File: config.mk
export PLATFORM = sky130hd
export DESIGN_NAME = tmds_channel_decoder
export DESIGN_NICKNAME = d
export VERILOG_FILES = /design/src/rtl/tmds_channel_decoder.sv
export SDC_FILE = /design/constraint.sdc
export NUM_CORES = 1
export LEC_CHECK = 0
export ABC_CLOCK_PERIOD_IN_PS = 11950
export CAP_MARGIN = 25
export CORE_MARGIN = 10
export CORE_UTILIZATION = 64
export CTS_CLUSTER_DIAMETER = 100
export DETAILED_ROUTE_END_ITERATION = 8
export HOLD_SLACK_MARGIN = 0.15
export PLACE_DENSITY_LB_ADDON = 0.3
export SKIP_CTS_REPAIR_TIMING = 1
export SYNTH_ARGS = -nofsm -noshare
export SYNTH_HDL_FRONTEND = slang
export SYNTH_SLANG_ARGS = --single-unit
File: constraint.sdc
create_clock -name clk_pixel -period 11.95 [get_ports clk_pixel]
set_input_delay 1.195 -clock clk_pixel [delete_from_list [all_inputs] [get_ports clk_pixel]]
set_output_delay 1.195 -clock clk_pixel [all_outputs]
set_load 0.1 [all_outputs]
File: src/rtl/tmds_channel_decoder.sv
// TMDS channel decoder: aligns unaligned 10-bit deserializer words to the
// symbol boundary using control tokens, then decodes each aligned symbol
// into a video byte or a control pair. Optional TERC4 decode is enabled
// with the TMDS_TERC4_DECODE_EN macro.
//
// state   | meaning
// SEARCH  | scanning bit offsets for a control token
// CONFIRM | counting consecutive tokens at the candidate offset
// LOCKED  | aligned; symbols are decoded and marked valid
module tmds_channel_decoder #(
  parameter int LOCK_COUNT    = 8,
  parameter int SEARCH_WINDOW = 2048,
  parameter int LOSS_WINDOW   = 4096
) (
  input  logic       clk_pixel,
  input  logic       reset,
  input  logic [9:0] tmds_raw,
  output logic       locked,
  output logic [3:0] bit_offset,
  output logic       symbol_valid,
  output logic       is_ctrl,
  output logic [1:0] ctrl,
  output logic [7:0] data
`ifdef TMDS_TERC4_DECODE_EN
  ,
  output logic       terc4_hit,
  output logic [3:0] terc4
`endif
);

  localparam int WIN_W  = $clog2(SEARCH_WINDOW);
  localparam int LOSS_W = $clog2(LOSS_WINDOW);
  localparam int TOK_W  = $clog2(LOCK_COUNT + 1);
  localparam logic [WIN_W-1:0]  WIN_LAST  = WIN_W'(SEARCH_WINDOW - 1);
  localparam logic [LOSS_W-1:0] LOSS_LAST = LOSS_W'(LOSS_WINDOW - 1);
  localparam logic [TOK_W-1:0]  TOK_LAST  = TOK_W'(LOCK_COUNT - 1);

  typedef enum logic [1:0] {SEARCH, CONFIRM, LOCKED} state_t;

  state_t            state, state_n;
  logic [3:0]        offset_n;
  logic [WIN_W-1:0]  win_cnt, win_cnt_n;
  logic [LOSS_W-1:0] loss_cnt, loss_cnt_n;
  logic [TOK_W-1:0]  tok_cnt, tok_cnt_n;
  logic [1:0]        skip_cnt, skip_cnt_n;

  logic [9:0]  cur, prev;
  logic [19:0] hist;
  logic [9:0]  w;
  logic [7:0]  wv;
  logic [7:0]  vid;
  logic        tok_hit, tok_ok;
  logic [1:0]  tok_ctrl;
  logic [3:0]  offset_inc;

  // Stage 1: two-word history so any 10-bit window can be extracted.
  always_ff @(posedge clk_pixel or posedge reset) begin
    if (reset) begin
      cur  <= '0;
      prev <= '0;
    end else begin
      prev <= cur;
      cur  <= tmds_raw;
    end
  end

  assign hist = {cur, prev};
  assign w    = hist[bit_offset +: 10];

  // Control token match.
  always_comb begin
    tok_hit  = 1'b1;
    tok_ctrl = 2'b00;
    case (w)
      10'b1101010100: tok_ctrl = 2'b00;
      10'b0010101011: tok_ctrl = 2'b01;
      10'b0101010100: tok_ctrl = 2'b10;
      10'b1010101011: tok_ctrl = 2'b11;
      default:        tok_hit  = 1'b0;
    endcase
  end

  // Video decode: undo optional inversion, then undo XOR/XNOR chaining.
  always_comb begin
    wv     = w[9] ? ~w[7:0] : w[7:0];
    vid    = '0;
    vid[0] = wv[0];
    for (int i = 1; i < 8; i++)
      vid[i] = w[8] ? (wv[i] ^ wv[i-1]) : ~(wv[i] ^ wv[i-1]);
  end

`ifdef TMDS_TERC4_DECODE_EN
  logic       t4_hit;
  logic [3:0] t4_val;

  // TERC4 lookup, in parallel with video decode.
  always_comb begin
    t4_hit = 1'b1;
    t4_val = 4'h0;
    case (w)
      10'b1010011100: t4_val = 4'h0;
      10'b1001100011: t4_val = 4'h1;
      10'b1011100100: t4_val = 4'h2;
      10'b1011100010: t4_val = 4'h3;
      10'b0101110001: t4_val = 4'h4;
      10'b0100011110: t4_val = 4'h5;
      10'b0110001110: t4_val = 4'h6;
      10'b0100111100: t4_val = 4'h7;
      10'b1011001100: t4_val = 4'h8;
      10'b0100111001: t4_val = 4'h9;
      10'b0110011100: t4_val = 4'hA;
      10'b1011000110: t4_val = 4'hB;
      10'b1010001110: t4_val = 4'hC;
      10'b1001110001: t4_val = 4'hD;
      10'b0101100011: t4_val = 4'hE;
      10'b1011000011: t4_val = 4'hF;
      default:        t4_hit = 1'b0;
    endcase
  end
`endif

  // History is stale for two cycles after the offset moves.
  assign tok_ok     = tok_hit && (skip_cnt == 2'd0);
  assign offset_inc = (bit_offset == 4'd9) ? 4'd0 : bit_offset + 4'd1;
  assign locked     = (state == LOCKED);

  // FSM state and counter registers.
  always_ff @(posedge clk_pixel or posedge reset) begin
    if (reset) begin
      state      <= SEARCH;
      bit_offset <= '0;
      win_cnt    <= '0;
      loss_cnt   <= '0;
      tok_cnt    <= '0;
      skip_cnt   <= '0;
    end else begin
      state      <= state_n;
      bit_offset <= offset_n;
      win_cnt    <= win_cnt_n;
      loss_cnt   <= loss_cnt_n;
      tok_cnt    <= tok_cnt_n;
      skip_cnt   <= skip_cnt_n;
    end
  end

  // Next-state and counter logic.
  always_comb begin
    state_n    = state;
    offset_n   = bit_offset;
    win_cnt_n  = win_cnt;
    loss_cnt_n = loss_cnt;
    tok_cnt_n  = tok_cnt;
    skip_cnt_n = (skip_cnt != 2'd0) ? skip_cnt - 2'd1 : 2'd0;
    case (state)
      SEARCH: begin
        if (tok_ok) begin
          state_n   = CONFIRM;
          tok_cnt_n = TOK_W'(1);
          win_cnt_n = '0;
        end else if (win_cnt == WIN_LAST) begin
          offset_n   = offset_inc;
          win_cnt_n  = '0;
          skip_cnt_n = 2'd2;
        end else begin
          win_cnt_n = win_cnt + WIN_W'(1);
        end
      end
      CONFIRM: begin
        if (tok_ok) begin
          if (tok_cnt >= TOK_LAST) begin
            state_n    = LOCKED;
            tok_cnt_n  = '0;
            loss_cnt_n = '0;
          end else begin
            tok_cnt_n = tok_cnt + TOK_W'(1);
          end
        end else begin
          state_n    = SEARCH;
          offset_n   = offset_inc;
          tok_cnt_n  = '0;
          win_cnt_n  = '0;
          skip_cnt_n = 2'd2;
        end
      end
      LOCKED: begin
        if (tok_ok) begin
          loss_cnt_n = '0;
        end else if (loss_cnt == LOSS_LAST) begin
          state_n    = SEARCH;
          loss_cnt_n = '0;
          tok_cnt_n  = '0;
          win_cnt_n  = '0;
        end else begin
          loss_cnt_n = loss_cnt + LOSS_W'(1);
        end
      end
      default: state_n = SEARCH;
    endcase
  end

  // Stage 2: decoded outputs, held at zero while not locked.
  always_ff @(posedge clk_pixel or posedge reset) begin
    if (reset) begin
      symbol_valid <= 1'b0;
      is_ctrl      <= 1'b0;
      ctrl         <= '0;
      data         <= '0;
`ifdef TMDS_TERC4_DECODE_EN
      terc4_hit    <= 1'b0;
      terc4        <= '0;
`endif
    end else begin
      symbol_valid <= locked;
      is_ctrl      <= locked & tok_hit;
      ctrl         <= locked ? tok_ctrl : 2'b00;
      data         <= locked ? vid : 8'h00;
`ifdef TMDS_TERC4_DECODE_EN
      terc4_hit    <= locked & t4_hit;
      terc4        <= locked ? t4_val : 4'h0;
`endif
    end
  end

endmodule

; ---- Yosys cells after proc, flatten, opt, wreduce, memory -nomap -nowiden
; Index checks and enable logic that the tools add are counted.
[op_classes]
add_sub_neg = 5
multipliers = 0
div_mod_pow = 0
order_cmp = 1
eq_ne = 18
n_shift = 1
n_mux = 45
bitwise_logic = 16
reduce_logical = 13
[ops]
columns = operator, n
row1 = 11-bit 2-to-1 mux, 5
row2 = 12-bit 2-to-1 mux, 4
row3 = 4-bit 2-to-1 mux, 9
row4 = 11-bit one-hot mux with 3 select lines, 1
row5 = 12-bit one-hot mux with 2 select lines, 1
row6 = 10-bit equality test (second input constant), 2
row7 = 2-bit 2-to-1 mux, 10
row8 = 20-bit by 5-bit variable part select with 10-bit output, 1
row9 = 8-bit 2-to-1 mux, 2
row10 = 4-bit AND reduction, 4
row11 = 2-bit != test (second input constant), 7
row12 = 12-bit by 1-bit adder with 12-bit output (second input constant), 1
row13 = 12-bit equality test (second input constant), 1
row14 = 2-bit one-hot mux with 3 select lines, 2
row15 = 4-bit one-hot mux with 3 select lines, 1
row16 = 11-bit by 1-bit adder with 11-bit output (second input constant), 1
row17 = 11-bit equality test (second input constant), 1
row18 = 10-bit by 8-bit equality test with 1-bit output (second input constant), 1
row19 = 10-bit by 9-bit equality test with 1-bit output (second input constant), 1
row20 = 4-bit by 1-bit adder with 4-bit output (second input constant), 2
row21 = 1-bit 2-to-1 mux, 8
row22 = 8-bit inverter, 1
row23 = 4-bit one-hot mux with 2 select lines, 1
row24 = 1-bit inverter, 7
row25 = other kinds (16), 25
[word_totals]
regBits = 67
latch_bits = 0
ramBits = 0
mem_bits_ro = 0
out_inout_bits = 17
word_cells = 111
n_memories = 0

; ---- Longest topological paths before layout
; Gate-level depths: netlist (run 1).
[depth]
depth_word = 7
mapped_depth = 17
depth_no_buf = 13

; ---- Worst setup path before layout (run 1)
; No wires, ideal clock.
[synth_timing]
path_kind = reg2reg
startpoint = register bit_offset[0]
endpoint = register win_cnt[3]
arrival_ps = 4487
setup_slack_ps = 7337
path_stages_with_launch = 15
n_path_buf = 4
synth_period_minus_slack_ps = 4613
cell_sequence = dfrtp_1 -> buf_2 -> clkbuf_1 -> buf_1 -> mux4_2 -> o21ai_0 -> inv_1 -> ha_1 -> nand4_1 -> nor4_1 -> mux2_4 -> o32a_1 -> or2_1 -> buf_2 -> a221o_1
[synth_between]
elab_chain_cells = 7
word_cells_on_any_way = 13
cone_classes = eq/ne (6) / shift (1) / mux (3) / reduce/logical (3)
[synth_lines]
columns = element, line_no
row1 = "start, declared", 19  ; output logic [3:0] bit_offset,
row2 = "start signal, assigned", 138  ; bit_offset <= offset_n;
row3 = 20-bit by 5-bit variable part select with 10-bit output (*), 68  ; assign w = hist[bit_offset +: 10];
row4 = "10-bit equality test, or another cell as far along", 74  ; case (w)
row5 = 4-bit OR reduction (no line) (*), --
row6 = 1-bit 2-to-1 mux (*), 74
row7 = 1-bit logical AND (*), 123  ; assign tok_ok = tok_hit && (skip_cnt == 2'd0);
row8 = 11-bit 2-to-1 mux or 2-bit != test (tied branches), --
row9 = 11-bit one-hot mux with 3 select lines or 4-bit AND reduction (tied branches), --
row10 = "end signal, assigned", 139  ; win_cnt <= win_cnt_n;
row11 = "end, declared", 42  ; logic [WIN_W-1:0] win_cnt, win_cnt_n;
; Every way passes the cells marked *; elsewhere a longest branch is shown, timed or not.
; A chain may end at the register's enable or synchronous reset.

; ---- Worst setup path in the final report (run 1)
[layout_timing]
startpoint = register bit_offset[1]
endpoint = register win_cnt[7]
; The elaborated chain is that of the path after synthesis.

==> qor.txt, run 1 <==
Register area share after synthesis: 41.72%
Ys async rst share: 100.0%
Final TNS setup: 0 ps
Peak supply drop: 0.0001162 V
Final Slew Violations: 0
Minimum clock period: 4308 ps
Pin count of the biggest net entering global routing: 68
Max frequency: 232.1 MHz
Count of endpoints failing setup in the final report: 0
Max-slew headroom: 30.46%
Detailed Routing Iterations Pass 1: 6
Post-route cell area: 0.004611 mm²
Overall routed net length: 8.723 mm
Post-Syn Instances: 390
Cell family with most CP delay: compound AO/OA/AOI/OAI gates
Crit path arrival time: 4540 ps
CP Buf/Inv Count: 2
Clock Latency Late Sink: 350 ps
Core area: 0.006026 mm²
Number of distinct library cells after synthesis: 56
Slowest-stage cell, CP: o32a_1
I/O pin count: 29
Setup Crit Path Kind: flip-flop to flip-flop
R2r setup slk: 7640 ps
Max Cap Violations: 0
Last element of the critical path: win_cnt[7]
Port Buf Inserts: 28
First-pass GRT wire length: 15.01 mm
Total Power: 0.0007500 W
Share of layout cells above drive strength 1: 12.05%
Hold WC Path Type: flip-flop to flip-flop
Vias in the first global route: 3032
Htree depth: 3
Drt wl/cell: 17.80 µm
Top FF cell, synth: dfrtp_1
Critical path's largest stage delay: 560 ps
DIE HEIGHT: 99.25 µm
Synthesized cell area: 0.004019 mm²
Syn Area/Cell: 10.30 µm²
Clock transition at the registers of the reported paths: 70 ps
Placed inst area: 0.004323 mm²
Critical-path cell list: buf_4 > mux2i_1 > mux4_2 > o21ai_0 > inv_1 > ha_1 > nand4_1 > nor2_1 > mux2_2 > o32a_1 > or2_1 > a221o_1
Vias: 3163
Syn Nets: 417
Diodes inserted: 0
Status: completed
Slew at the pin with the worst max-slew slack: 1035 ps
DRC: 0
Yosys Warn Count: 0
Antenna violations before repair: 0
Post-synth top cells: dfrtp_1, nand2_1, mux2i_1
Via density: 6.455
CP Max Fanout: 36
Synth area leader: dfrtp_1
Row cnt: 28
Post-synth top area share: 41.72%
Reg2reg end: win_cnt[7]
Period Utilization, post-route: 36.05%
Most frequent cell after synthesis: dfrtp_1
Layout area overhead: 14.73%
Gr ovfl total: 0
Num CTS Buffers: 9
FF+latch count, synth: 67
Pwr/cell area: 162.7 mW/mm²
CTS tree: done
CTS Buffer Depth: 2
Final Hold Viols: 0
RR Startpoint: bit_offset[1]
Die footprint: 0.009850 mm²
Unrepaired setup endpoints after global routing: false
Critical Path End Type: flip-flop
Initial Util: 66.69%
Final Wtd Congestion: 1.004
Final nets: 437
Skew final: 7.314 ps
HPWL after detailed placement: 5.996 mm
R2R cell count: 12
WP data required: 12180 ps
Root Driver: clkbuf_8
Post-synth EDFFs: 0
All-Layer GR Usage: 18.33%
Worst setup path start: bit_offset[1]
Cell leakage power: 1.951 nW
Detailed Route Iter0 Violations: 311
Clock Sinks: 67
CP Depth: 12
ANT nets after route: 0
Largest cells by area after synthesis: dfrtp_1, mux4_2, mux2i_1
Die X: 99.25 µm
Startpoint Class: flip-flop
[routing by layer]
| layer | global-route usage, % | up-vias | share of wire, % |
|---|---|---|---|
| met5 | 0 | - | 0 |
| met4 | 6.946 | 0 | 0.99 |
| met3 | 5.398 | 8 | 6.9 |
| met2 | 27.25 | 111 | 47 |
| met1 | 24.67 | 1571 | 45 |
| li1 | - | 1473 | - |
[state kept, by name, summed over array words and instances (netlist names)]
name / count
bit_offset: 4
ctrl: 2
cur: 10
data: 8
is_ctrl: 1
loss_cnt: 12
prev: 10
skip_cnt: 2
state: 2
symbol_valid: 1
tok_cnt: 4
win_cnt: 11
[layout by cell type, fill, tap and decap left out, drive strengths merged, types with 5 or more instances in the layout]
cell type	netlist	final
mux4	16	16
nor3	10	10
a211o	6	6
and3	6	6
and2	14	14
nand4	7	7
or2	5	5
nand3	19	19
nor4	7	7
xnor2	9	9
o311ai	5	5
bufinv	0	5
ha	15	15
nor2b	8	8
nor2	17	17
a21oi	12	12
o21ai	13	13
a211oi	6	6
mux2i	21	21
nand2	34	34
inv	20	20
clkbuf	17	9
clkdlybuf4s50	0	28
dfrtp	67	67
[kinds of logic after synthesis]
family / share of synthesized area, %
adder cells (fa/ha/maj): 4.670
AO/OA/AOI/OAI: 12.17
AND/OR/NAND/NOR: 18.93
multiplexers: 15.50
buffers and inverters: 4.172
flip-flops: 41.72
XOR/XNOR: 2.833
[worst reg2reg max path: cells and delay by family (launching register included)]
| family | cells | cell delay (ps) |
|---|---|---|
| flops | 1 | 320 |
| buf+inv | 2 | 480 |
| simple gates | 3 | 690 |
| mux | 3 | 1090 |
| fa+ha+maj | 1 | 210 |
| compound gates | 3 | 1390 |
[power by group]
part	internal (W)	total, W	switching, W
clock	0.000181	0.000270	0.0000888
combinational	0.0000928	0.000212	0.000119
sequential	0.000247	0.000269	0.0000222
[per-stage QoR]
step	cells	utilization (%)	hold slack, ps	worst slack (ps)
after detailed placement	474	71.74	423.7	7756
after floorplan	390	-	383.7	7337
after global routing	490	76.52	465.2	7390
after global placement	474	71.74	416.0	7914
after CTS	490	76.52	443.4	7682
final	490	76.52	443.0	7642
[final cells by class]
| cell class | count | area, µm² |
|---|---|---|
| inverter | 20 | 75.07 |
| sequential | 67 | 1677 |
| timing repair buffer | 31 | 302.8 |
| clock buffer | 9 | 123.9 |
| tap | 75 | 93.84 |
| multi-input combinational | 281 | 2175 |
| fill | 413 | 1415 |
| clock inverter | 7 | 163.9 |
[worst min path at each step]
stage                     startpoint  endpoint  cells past startpoint
after detailed placement      cur[6]   prev[6]                      0
after CTS                     cur[6]   prev[6]                      0
after global routing          cur[6]   prev[6]                      0
final                         cur[7]   prev[7]                      0
after global placement        cur[6]   prev[6]                      0
after floorplan               cur[6]   prev[6]                      0
(Power assumes the default switching activity.)
==> run 2, diff against run 1 <==
Settings changed: ABC_CLOCK_PERIOD_IN_PS 11950 to 3910, CORE_UTILIZATION 64 to 53.
Clock period 11.95 ns to 3.91 ns, I/O delays scaled along.
==> run 2 against run 1 <==
  * Setup slack lost 7400 ps
  * Cell count up 8.4%
  * Wire length fell by 0.64%
  * Final area increased by 1.5%
  * Global-route usage down 2.6 points
  * Core utilization fell by 13 points
  * Maximum frequency grew 18%
  * Combinational power rose to 3.1 times the previous value
  * Flip-flop and latch count unchanged
  * Sequential share of layout area decreased by 0.37 points
  * Die area grew 16%
  * Critical path depth decreased by 3
==> qor.txt, run 2 (synthesis results as in run 1) <==
Status: completed
Most common cell after layout, fill and taps aside: dfrtp_1
Startpoint Class: flip-flop
Period Utilization, post-route: 93.68% (+58 points)
Drt wl/cell: 16.32 µm (-8.3%)
Peak supply drop: 0.0002857 V (+150%)
Htree depth: 3 (unchanged)
Top reg by flops: loss_cnt
DIE HEIGHT: 107.1 µm (+7.9%)
Max Cap Violations: 0 (unchanged)
Pwr/cell area: 433.3 mW/mm² (+170%)
Pin count of the biggest net entering global routing: 46 (-32%)
Num CTS Buffers: 9 (unchanged)
Root Driver: clkbuf_8
Skew final: 9.572 ps (+2.258 ps)
Clock Sinks: 67 (unchanged)
Clock Latency Late Sink: 350 ps (about the same)
Post-Place Cells: 513 (+8.2%)
Post-route cell area: 0.004682 mm² (+1.5%)
Port Buf Inserts: 28 (unchanged)
Critical Path End Type: flip-flop
CTS Buffer Depth: 2 (unchanged)
Die footprint: 0.01147 mm² (+16%)
Layout area overhead: 16.50%
Number of flip-flops in the largest register: 12 (unchanged)
Detailed Routing Iterations Pass 1: 5 (-1)
Slew at the pin with the worst max-slew slack: 982.9 ps (-52.20 ps)
Regs by FF count: loss_cnt x12, win_cnt x11
Final Hold Viols: 0 (unchanged)
Antenna violations before repair: 0 (unchanged)
Core area: 0.007331 mm² (+22%)
Minimum clock period: 3663 ps (-645.2 ps)
Hold WC Path Type: input pin to asynchronous set/reset pin
Vias: 3123 (-1.3%)
Overall routed net length: 8.667 mm (-0.64%)
Row cnt: 31 (+11%)
Detailed Route Iter0 Violations: 218 (-30%)
All-Layer GR Usage: 15.68% (-2.6 points)
Max-slew headroom: 34.27% (+3.8 points)
I/O pin count: 29 (unchanged)
Final TNS setup: 0 ps (unchanged)
Setup Crit Path Kind: flip-flop to flip-flop
Vias in the first global route: 3078 (+1.5%)
Crit path arrival time: 3960 ps (-580 ps)
Final nets: 454 (+3.9%)
WP data required: 4200 ps (-7980 ps)
First-pass GRT wire length: 14.70 mm (-2.1%)
Most frequent cells in the layout: dfrtp_1, nand2_1, clkdlybuf4s50_1, mux2i_1
Initial Util: 54.82% (-12 points)
DRC: 0 (unchanged)
Count of endpoints failing setup in the final report: 0 (unchanged)
CTS tree: done
CP Max Fanout: 16 (-56%)
Gr ovfl total: 0 (unchanged)
Die X: 107.1 µm (+7.9%)
Share of layout cells above drive strength 1: 16.67% (+4.6 points)
Placed inst area: 0.004467 mm² (+3.3%)
Unrepaired setup endpoints after global routing: false
Max frequency: 273.0 MHz (+18%)
ANT nets after route: 0 (unchanged)
Clock transition at the registers of the reported paths: 80 ps (about the same)
Cell leakage power: 1.975 nW (+1.2%)
Diodes inserted: 0 (unchanged)
Post-route insts no fill: 531 (+8.4%)
HPWL after detailed placement: 6.267 mm (+4.5%)
Layout fillers: 566 (+37%)
Final Slew Violations: 0 (unchanged)
Fin util: 63.87% (-13 points)
Via density: 5.881 (-8.9%)
Final Wtd Congestion: 0.8889 (-11%)
==> run 2: changes by cell type in the layout (fill, tap and decap cells not counted), sizes merged <==
cell	before	now
clkdlybuf4s50	28	27
clkinv	2	1
buf	3	21
inv	20	22
bufinv	5	0
clkinvlp	0	4
==> run 2: metrics by stage <==
step                      hold WS [ps]  power, W  worst slack (ps)
after detailed placement         442.5  0.001506            -7.243
after global routing             246.2  0.002151             76.88
after CTS                        454.7  0.002032            -33.98
after global placement           428.4  0.001477             134.4
after floorplan                  383.7  0.001333             6.906
final                            232.7  0.002029             247.2
==> run 2: routing by layer <==
metal	vias to the layer above	global-route usage [%]	wire length [µm]
li1	1507	-	-
met1	1520	21.15	4135
met2	87	23.56	3928
met3	9	4.192	516
met4	0	5.899	87
met5	-	0	0
==> run 2: area by class of cell <==
cell class	count	area, µm²	area share, %
sequential	67	1685	36.00
timing repair buffer	48	444.2	9.487
tap	99	123.9	2.646
inverter	20	75.07	1.603
multi-input combinational	281	2177	46.50
clock inverter	7	52.55	1.122
clock buffer	9	123.9	2.646
==> run 2: worst max-delay path, cell delays in order (launching register included) <==
cell	delay (ps)
dfrtp_4	580
mux4_2	590
mux4_2	510
ha_1	220
nand4_1	150
nor2_1	50
mux2_2	340
or4b_1	690
or3_1	400
nand3_1	70
==> run 2: report_power, final <==
part	switching, W	total, W	internal (W)
Sequential	0.0000897	0.000845	0.000756
Clock	0.000292	0.000525	0.000233
Combinational	0.000345	0.000659	0.000314
Total	0.000727	0.00203	0.00130
==> run 2: path summary, 6_finish.rpt <==
path | startpoint | endpoint | slack, ps | cells after the start
max | bit_offset[0] | loss_cnt[9] | 250 | 9
max in group asynchronous | reset | bit_offset[1] | 3150 | 3
min reg2reg | cur[7] | prev[7] | 460 | 0
min | reset | tok_cnt[0] | 230 | 2
min in group clk_pixel | cur[7] | prev[7] | 460 | 0
max reg2reg | bit_offset[0] | loss_cnt[9] | 250 | 9
==> run 3, diff against run 2 <==
Settings changed: CORE_ASPECT_RATIO from default to 2.
==> run 3 against run 2 <==
  * Combinational power increased by 0.6%
  * Count of clock-buffer cells in the layout stayed put
  * First-iteration DRC count rose by 26%
  * Critical path type unchanged
==> qor.txt, run 3 (synthesis results as in run 1) <==
I/O pin count: 29 (unchanged)
Vias in the first global route: 3193 (+3.7%)
CP Max Fanout: 16 (unchanged)
Fin util: 66.15% (+2.3 points)
CTS Buffer Depth: 2 (unchanged)
Post-route insts no fill: 524 (-1.3%)
Drt wl/cell: 17.49 µm (+7.2%)
Cell leakage power: 2.063 nW (+4.4%)
Share of layout cells above drive strength 1: 16.44% (-0.23 points)
Startpoint Class: flip-flop
CTS tree: done
Detailed Routing Iterations Pass 1: 4 (-1)
Final WS setup: 166.8 ps (-80.43 ps)
Slowest-stage cell, CP: dfrtp_4
DIE HEIGHT: 143.2 µm (+34%)
DRC: 0 (unchanged)
Final Slew Violations: 0 (unchanged)
Pwr/cell area: 505.6 mW/mm² (+17%)
Critical Path End Type: flip-flop
Final Hold Viols: 0 (unchanged)
Final Wtd Congestion: 0.8876 (-0.15%)
Layout fillers: 558 (-1.4%)
Regs by FF count: loss_cnt x12, win_cnt x11
Vias: 3169 (+1.5%)
Clock transition at the registers of the reported paths: 60 ps (-20 ps)
Worst setup path start: bit_offset[1]
Hold WC Path Type: input pin to asynchronous set/reset pin
Num CTS Buffers: 9 (unchanged)
Pre-CTS WS: 3.869 ps (+11.11 ps)
Port Buf Inserts: 28 (unchanged)
Period Utilization, post-route: 95.73% (+2.1 points)
Minimum clock period: 3743 ps (+80.43 ps)
Antenna violations before repair: 0 (unchanged)
Core area: 0.007322 mm² (-0.12%)
Status: completed
R2R cell count: 11 (+2)
Peak supply drop: 0.0003824 V (+34%)
First-pass GRT wire length: 15.37 mm (+4.5%)
Die X: 81.58 µm (-24%)
Max-slew headroom: 33.69% (-0.58 points)
Layout area overhead: 20.52%
Clock Sinks: 67 (unchanged)
Most frequent cells in the layout: dfrtp_1, nand2_1, clkdlybuf4s50_1, mux2i_1
Most common cell after layout, fill and taps aside: dfrtp_1
Number of flip-flops in the largest register: 12 (unchanged)
Crit path arrival time: 3960 ps (about the same)
Post-Place Cells: 506 (-1.4%)
Gr ovfl total: 0 (unchanged)
ANT nets after route: 0 (unchanged)
Overall routed net length: 9.166 mm (+5.8%)
Critical path's largest stage delay: 580 ps (-110 ps)
Row cnt: 44 (+42%)
Total Power: 0.002449 W (+21%)
Setup Crit Path Kind: flip-flop to flip-flop
Top reg by flops: loss_cnt
Initial Util: 54.89% (+0.066 points)
Via density: 6.048 (+2.8%)
Max Cap Violations: 0 (unchanged)
Final nets: 454 (unchanged)
Final TNS setup: 0 ps (unchanged)
Skew final: 10.67 ps (+1.101 ps)
Htree depth: 3 (unchanged)
RR Startpoint: bit_offset[1]
Slew at the pin with the worst max-slew slack: 991.6 ps (+8.667 ps)
Clock Latency Late Sink: 340 ps (about the same)
HPWL after detailed placement: 6.738 mm (+7.5%)
Pin count of the biggest net entering global routing: 51 (+11%)
WP data required: 4130 ps (-70 ps)
Diodes inserted: 0 (unchanged)
Detailed Route Iter0 Violations: 274 (+26%)
Max frequency: 267.2 MHz (-2.1%)
Root Driver: clkbuf_16
Count of endpoints failing setup in the final report: 0 (unchanged)
Critical-path cell list: buf_6 > a211oi_1 > a21oi_1 > mux4_2 > ha_1 > nand4_1 > nor4_1 > mux2_4 > o32a_1 > or2_1 > a221o_1
Die footprint: 0.01168 mm² (+1.8%)
All-Layer GR Usage: 16.74% (+1.1 points)
run 3: changes by cell type in the layout (fill, tap and decap cells not counted), moves of 3 or more:
cell / delta
clkbuf_8: -9
clkbuf_16: +9
clkinvlp_4: -3
bufinv_16: +3
run 3: area by class of cell:
type / instances / area [µm²] / share of cell area, %
Clock buffer: 9 / 225.2 / 4.650
Multi-Input combinational cell: 281 / 2175 / 44.90
Clock inverter: 7 / 123.9 / 2.557
Tap cell: 92 / 115.1 / 2.377
Sequential cell: 67 / 1685 / 34.80
Timing Repair Buffer: 48 / 444.2 / 9.171
Inverter: 20 / 75.07 / 1.550
run 3: where the power goes:
group	total (W)	switching (W)	leakage (nW)	internal, W
registers	0.000844	0.0000870	0.870	0.000757
logic	0.000663	0.000348	1.03	0.000316
clock network	0.000941	0.000314	0.167	0.000628
total	0.00245	0.000749	2.06	0.00170
run 3: final timing paths:
| check | endpoint | slack (ps) |
|---|---|---|
| worst max-delay path | win_cnt[2] | 170 |
| worst min-delay path | prev[1] | 300 |
| worst max register to register | win_cnt[2] | 170 |
| worst min register to register | prev[7] | 430 |
| max in group asynchronous | state[0] | 2830 |
| min in group clk_pixel | prev[7] | 430 |
run 3: per-stage QoR:
| stage | area [µm²] | hold WS [ps] |
|---|---|---|
| 3_3_place_gp | 4458 | 425.6 |
| 6_report | 4843 | 302.3 |
| 3_5_place_dp | 4458 | 431.0 |
| 4_1_cts | 4807 | 438.9 |
| 5_1_grt | 4843 | 333.9 |
| 2_1_floorplan | 4035 | 383.7 |
run 3: routing by layer:
metal / up-vias / track usage, % / part of all wire, %
met1: 1588 / 17.92 / 37
li1: 1503 / - / -
met4: 0 / 7.748 / 2.3
met3: 16 / 3.082 / 4.0
met2: 62 / 30.20 / 57
met5: - / 0 / 0
run 3: critical path, delay by kind of cell, from the launching register on:
family / cells / cell delay (ps)
compound gates: 4 / 1150
flops: 1 / 580
mux: 2 / 840
fa+ha+maj: 1 / 200
simple gates: 3 / 650
buf+inv: 1 / 200
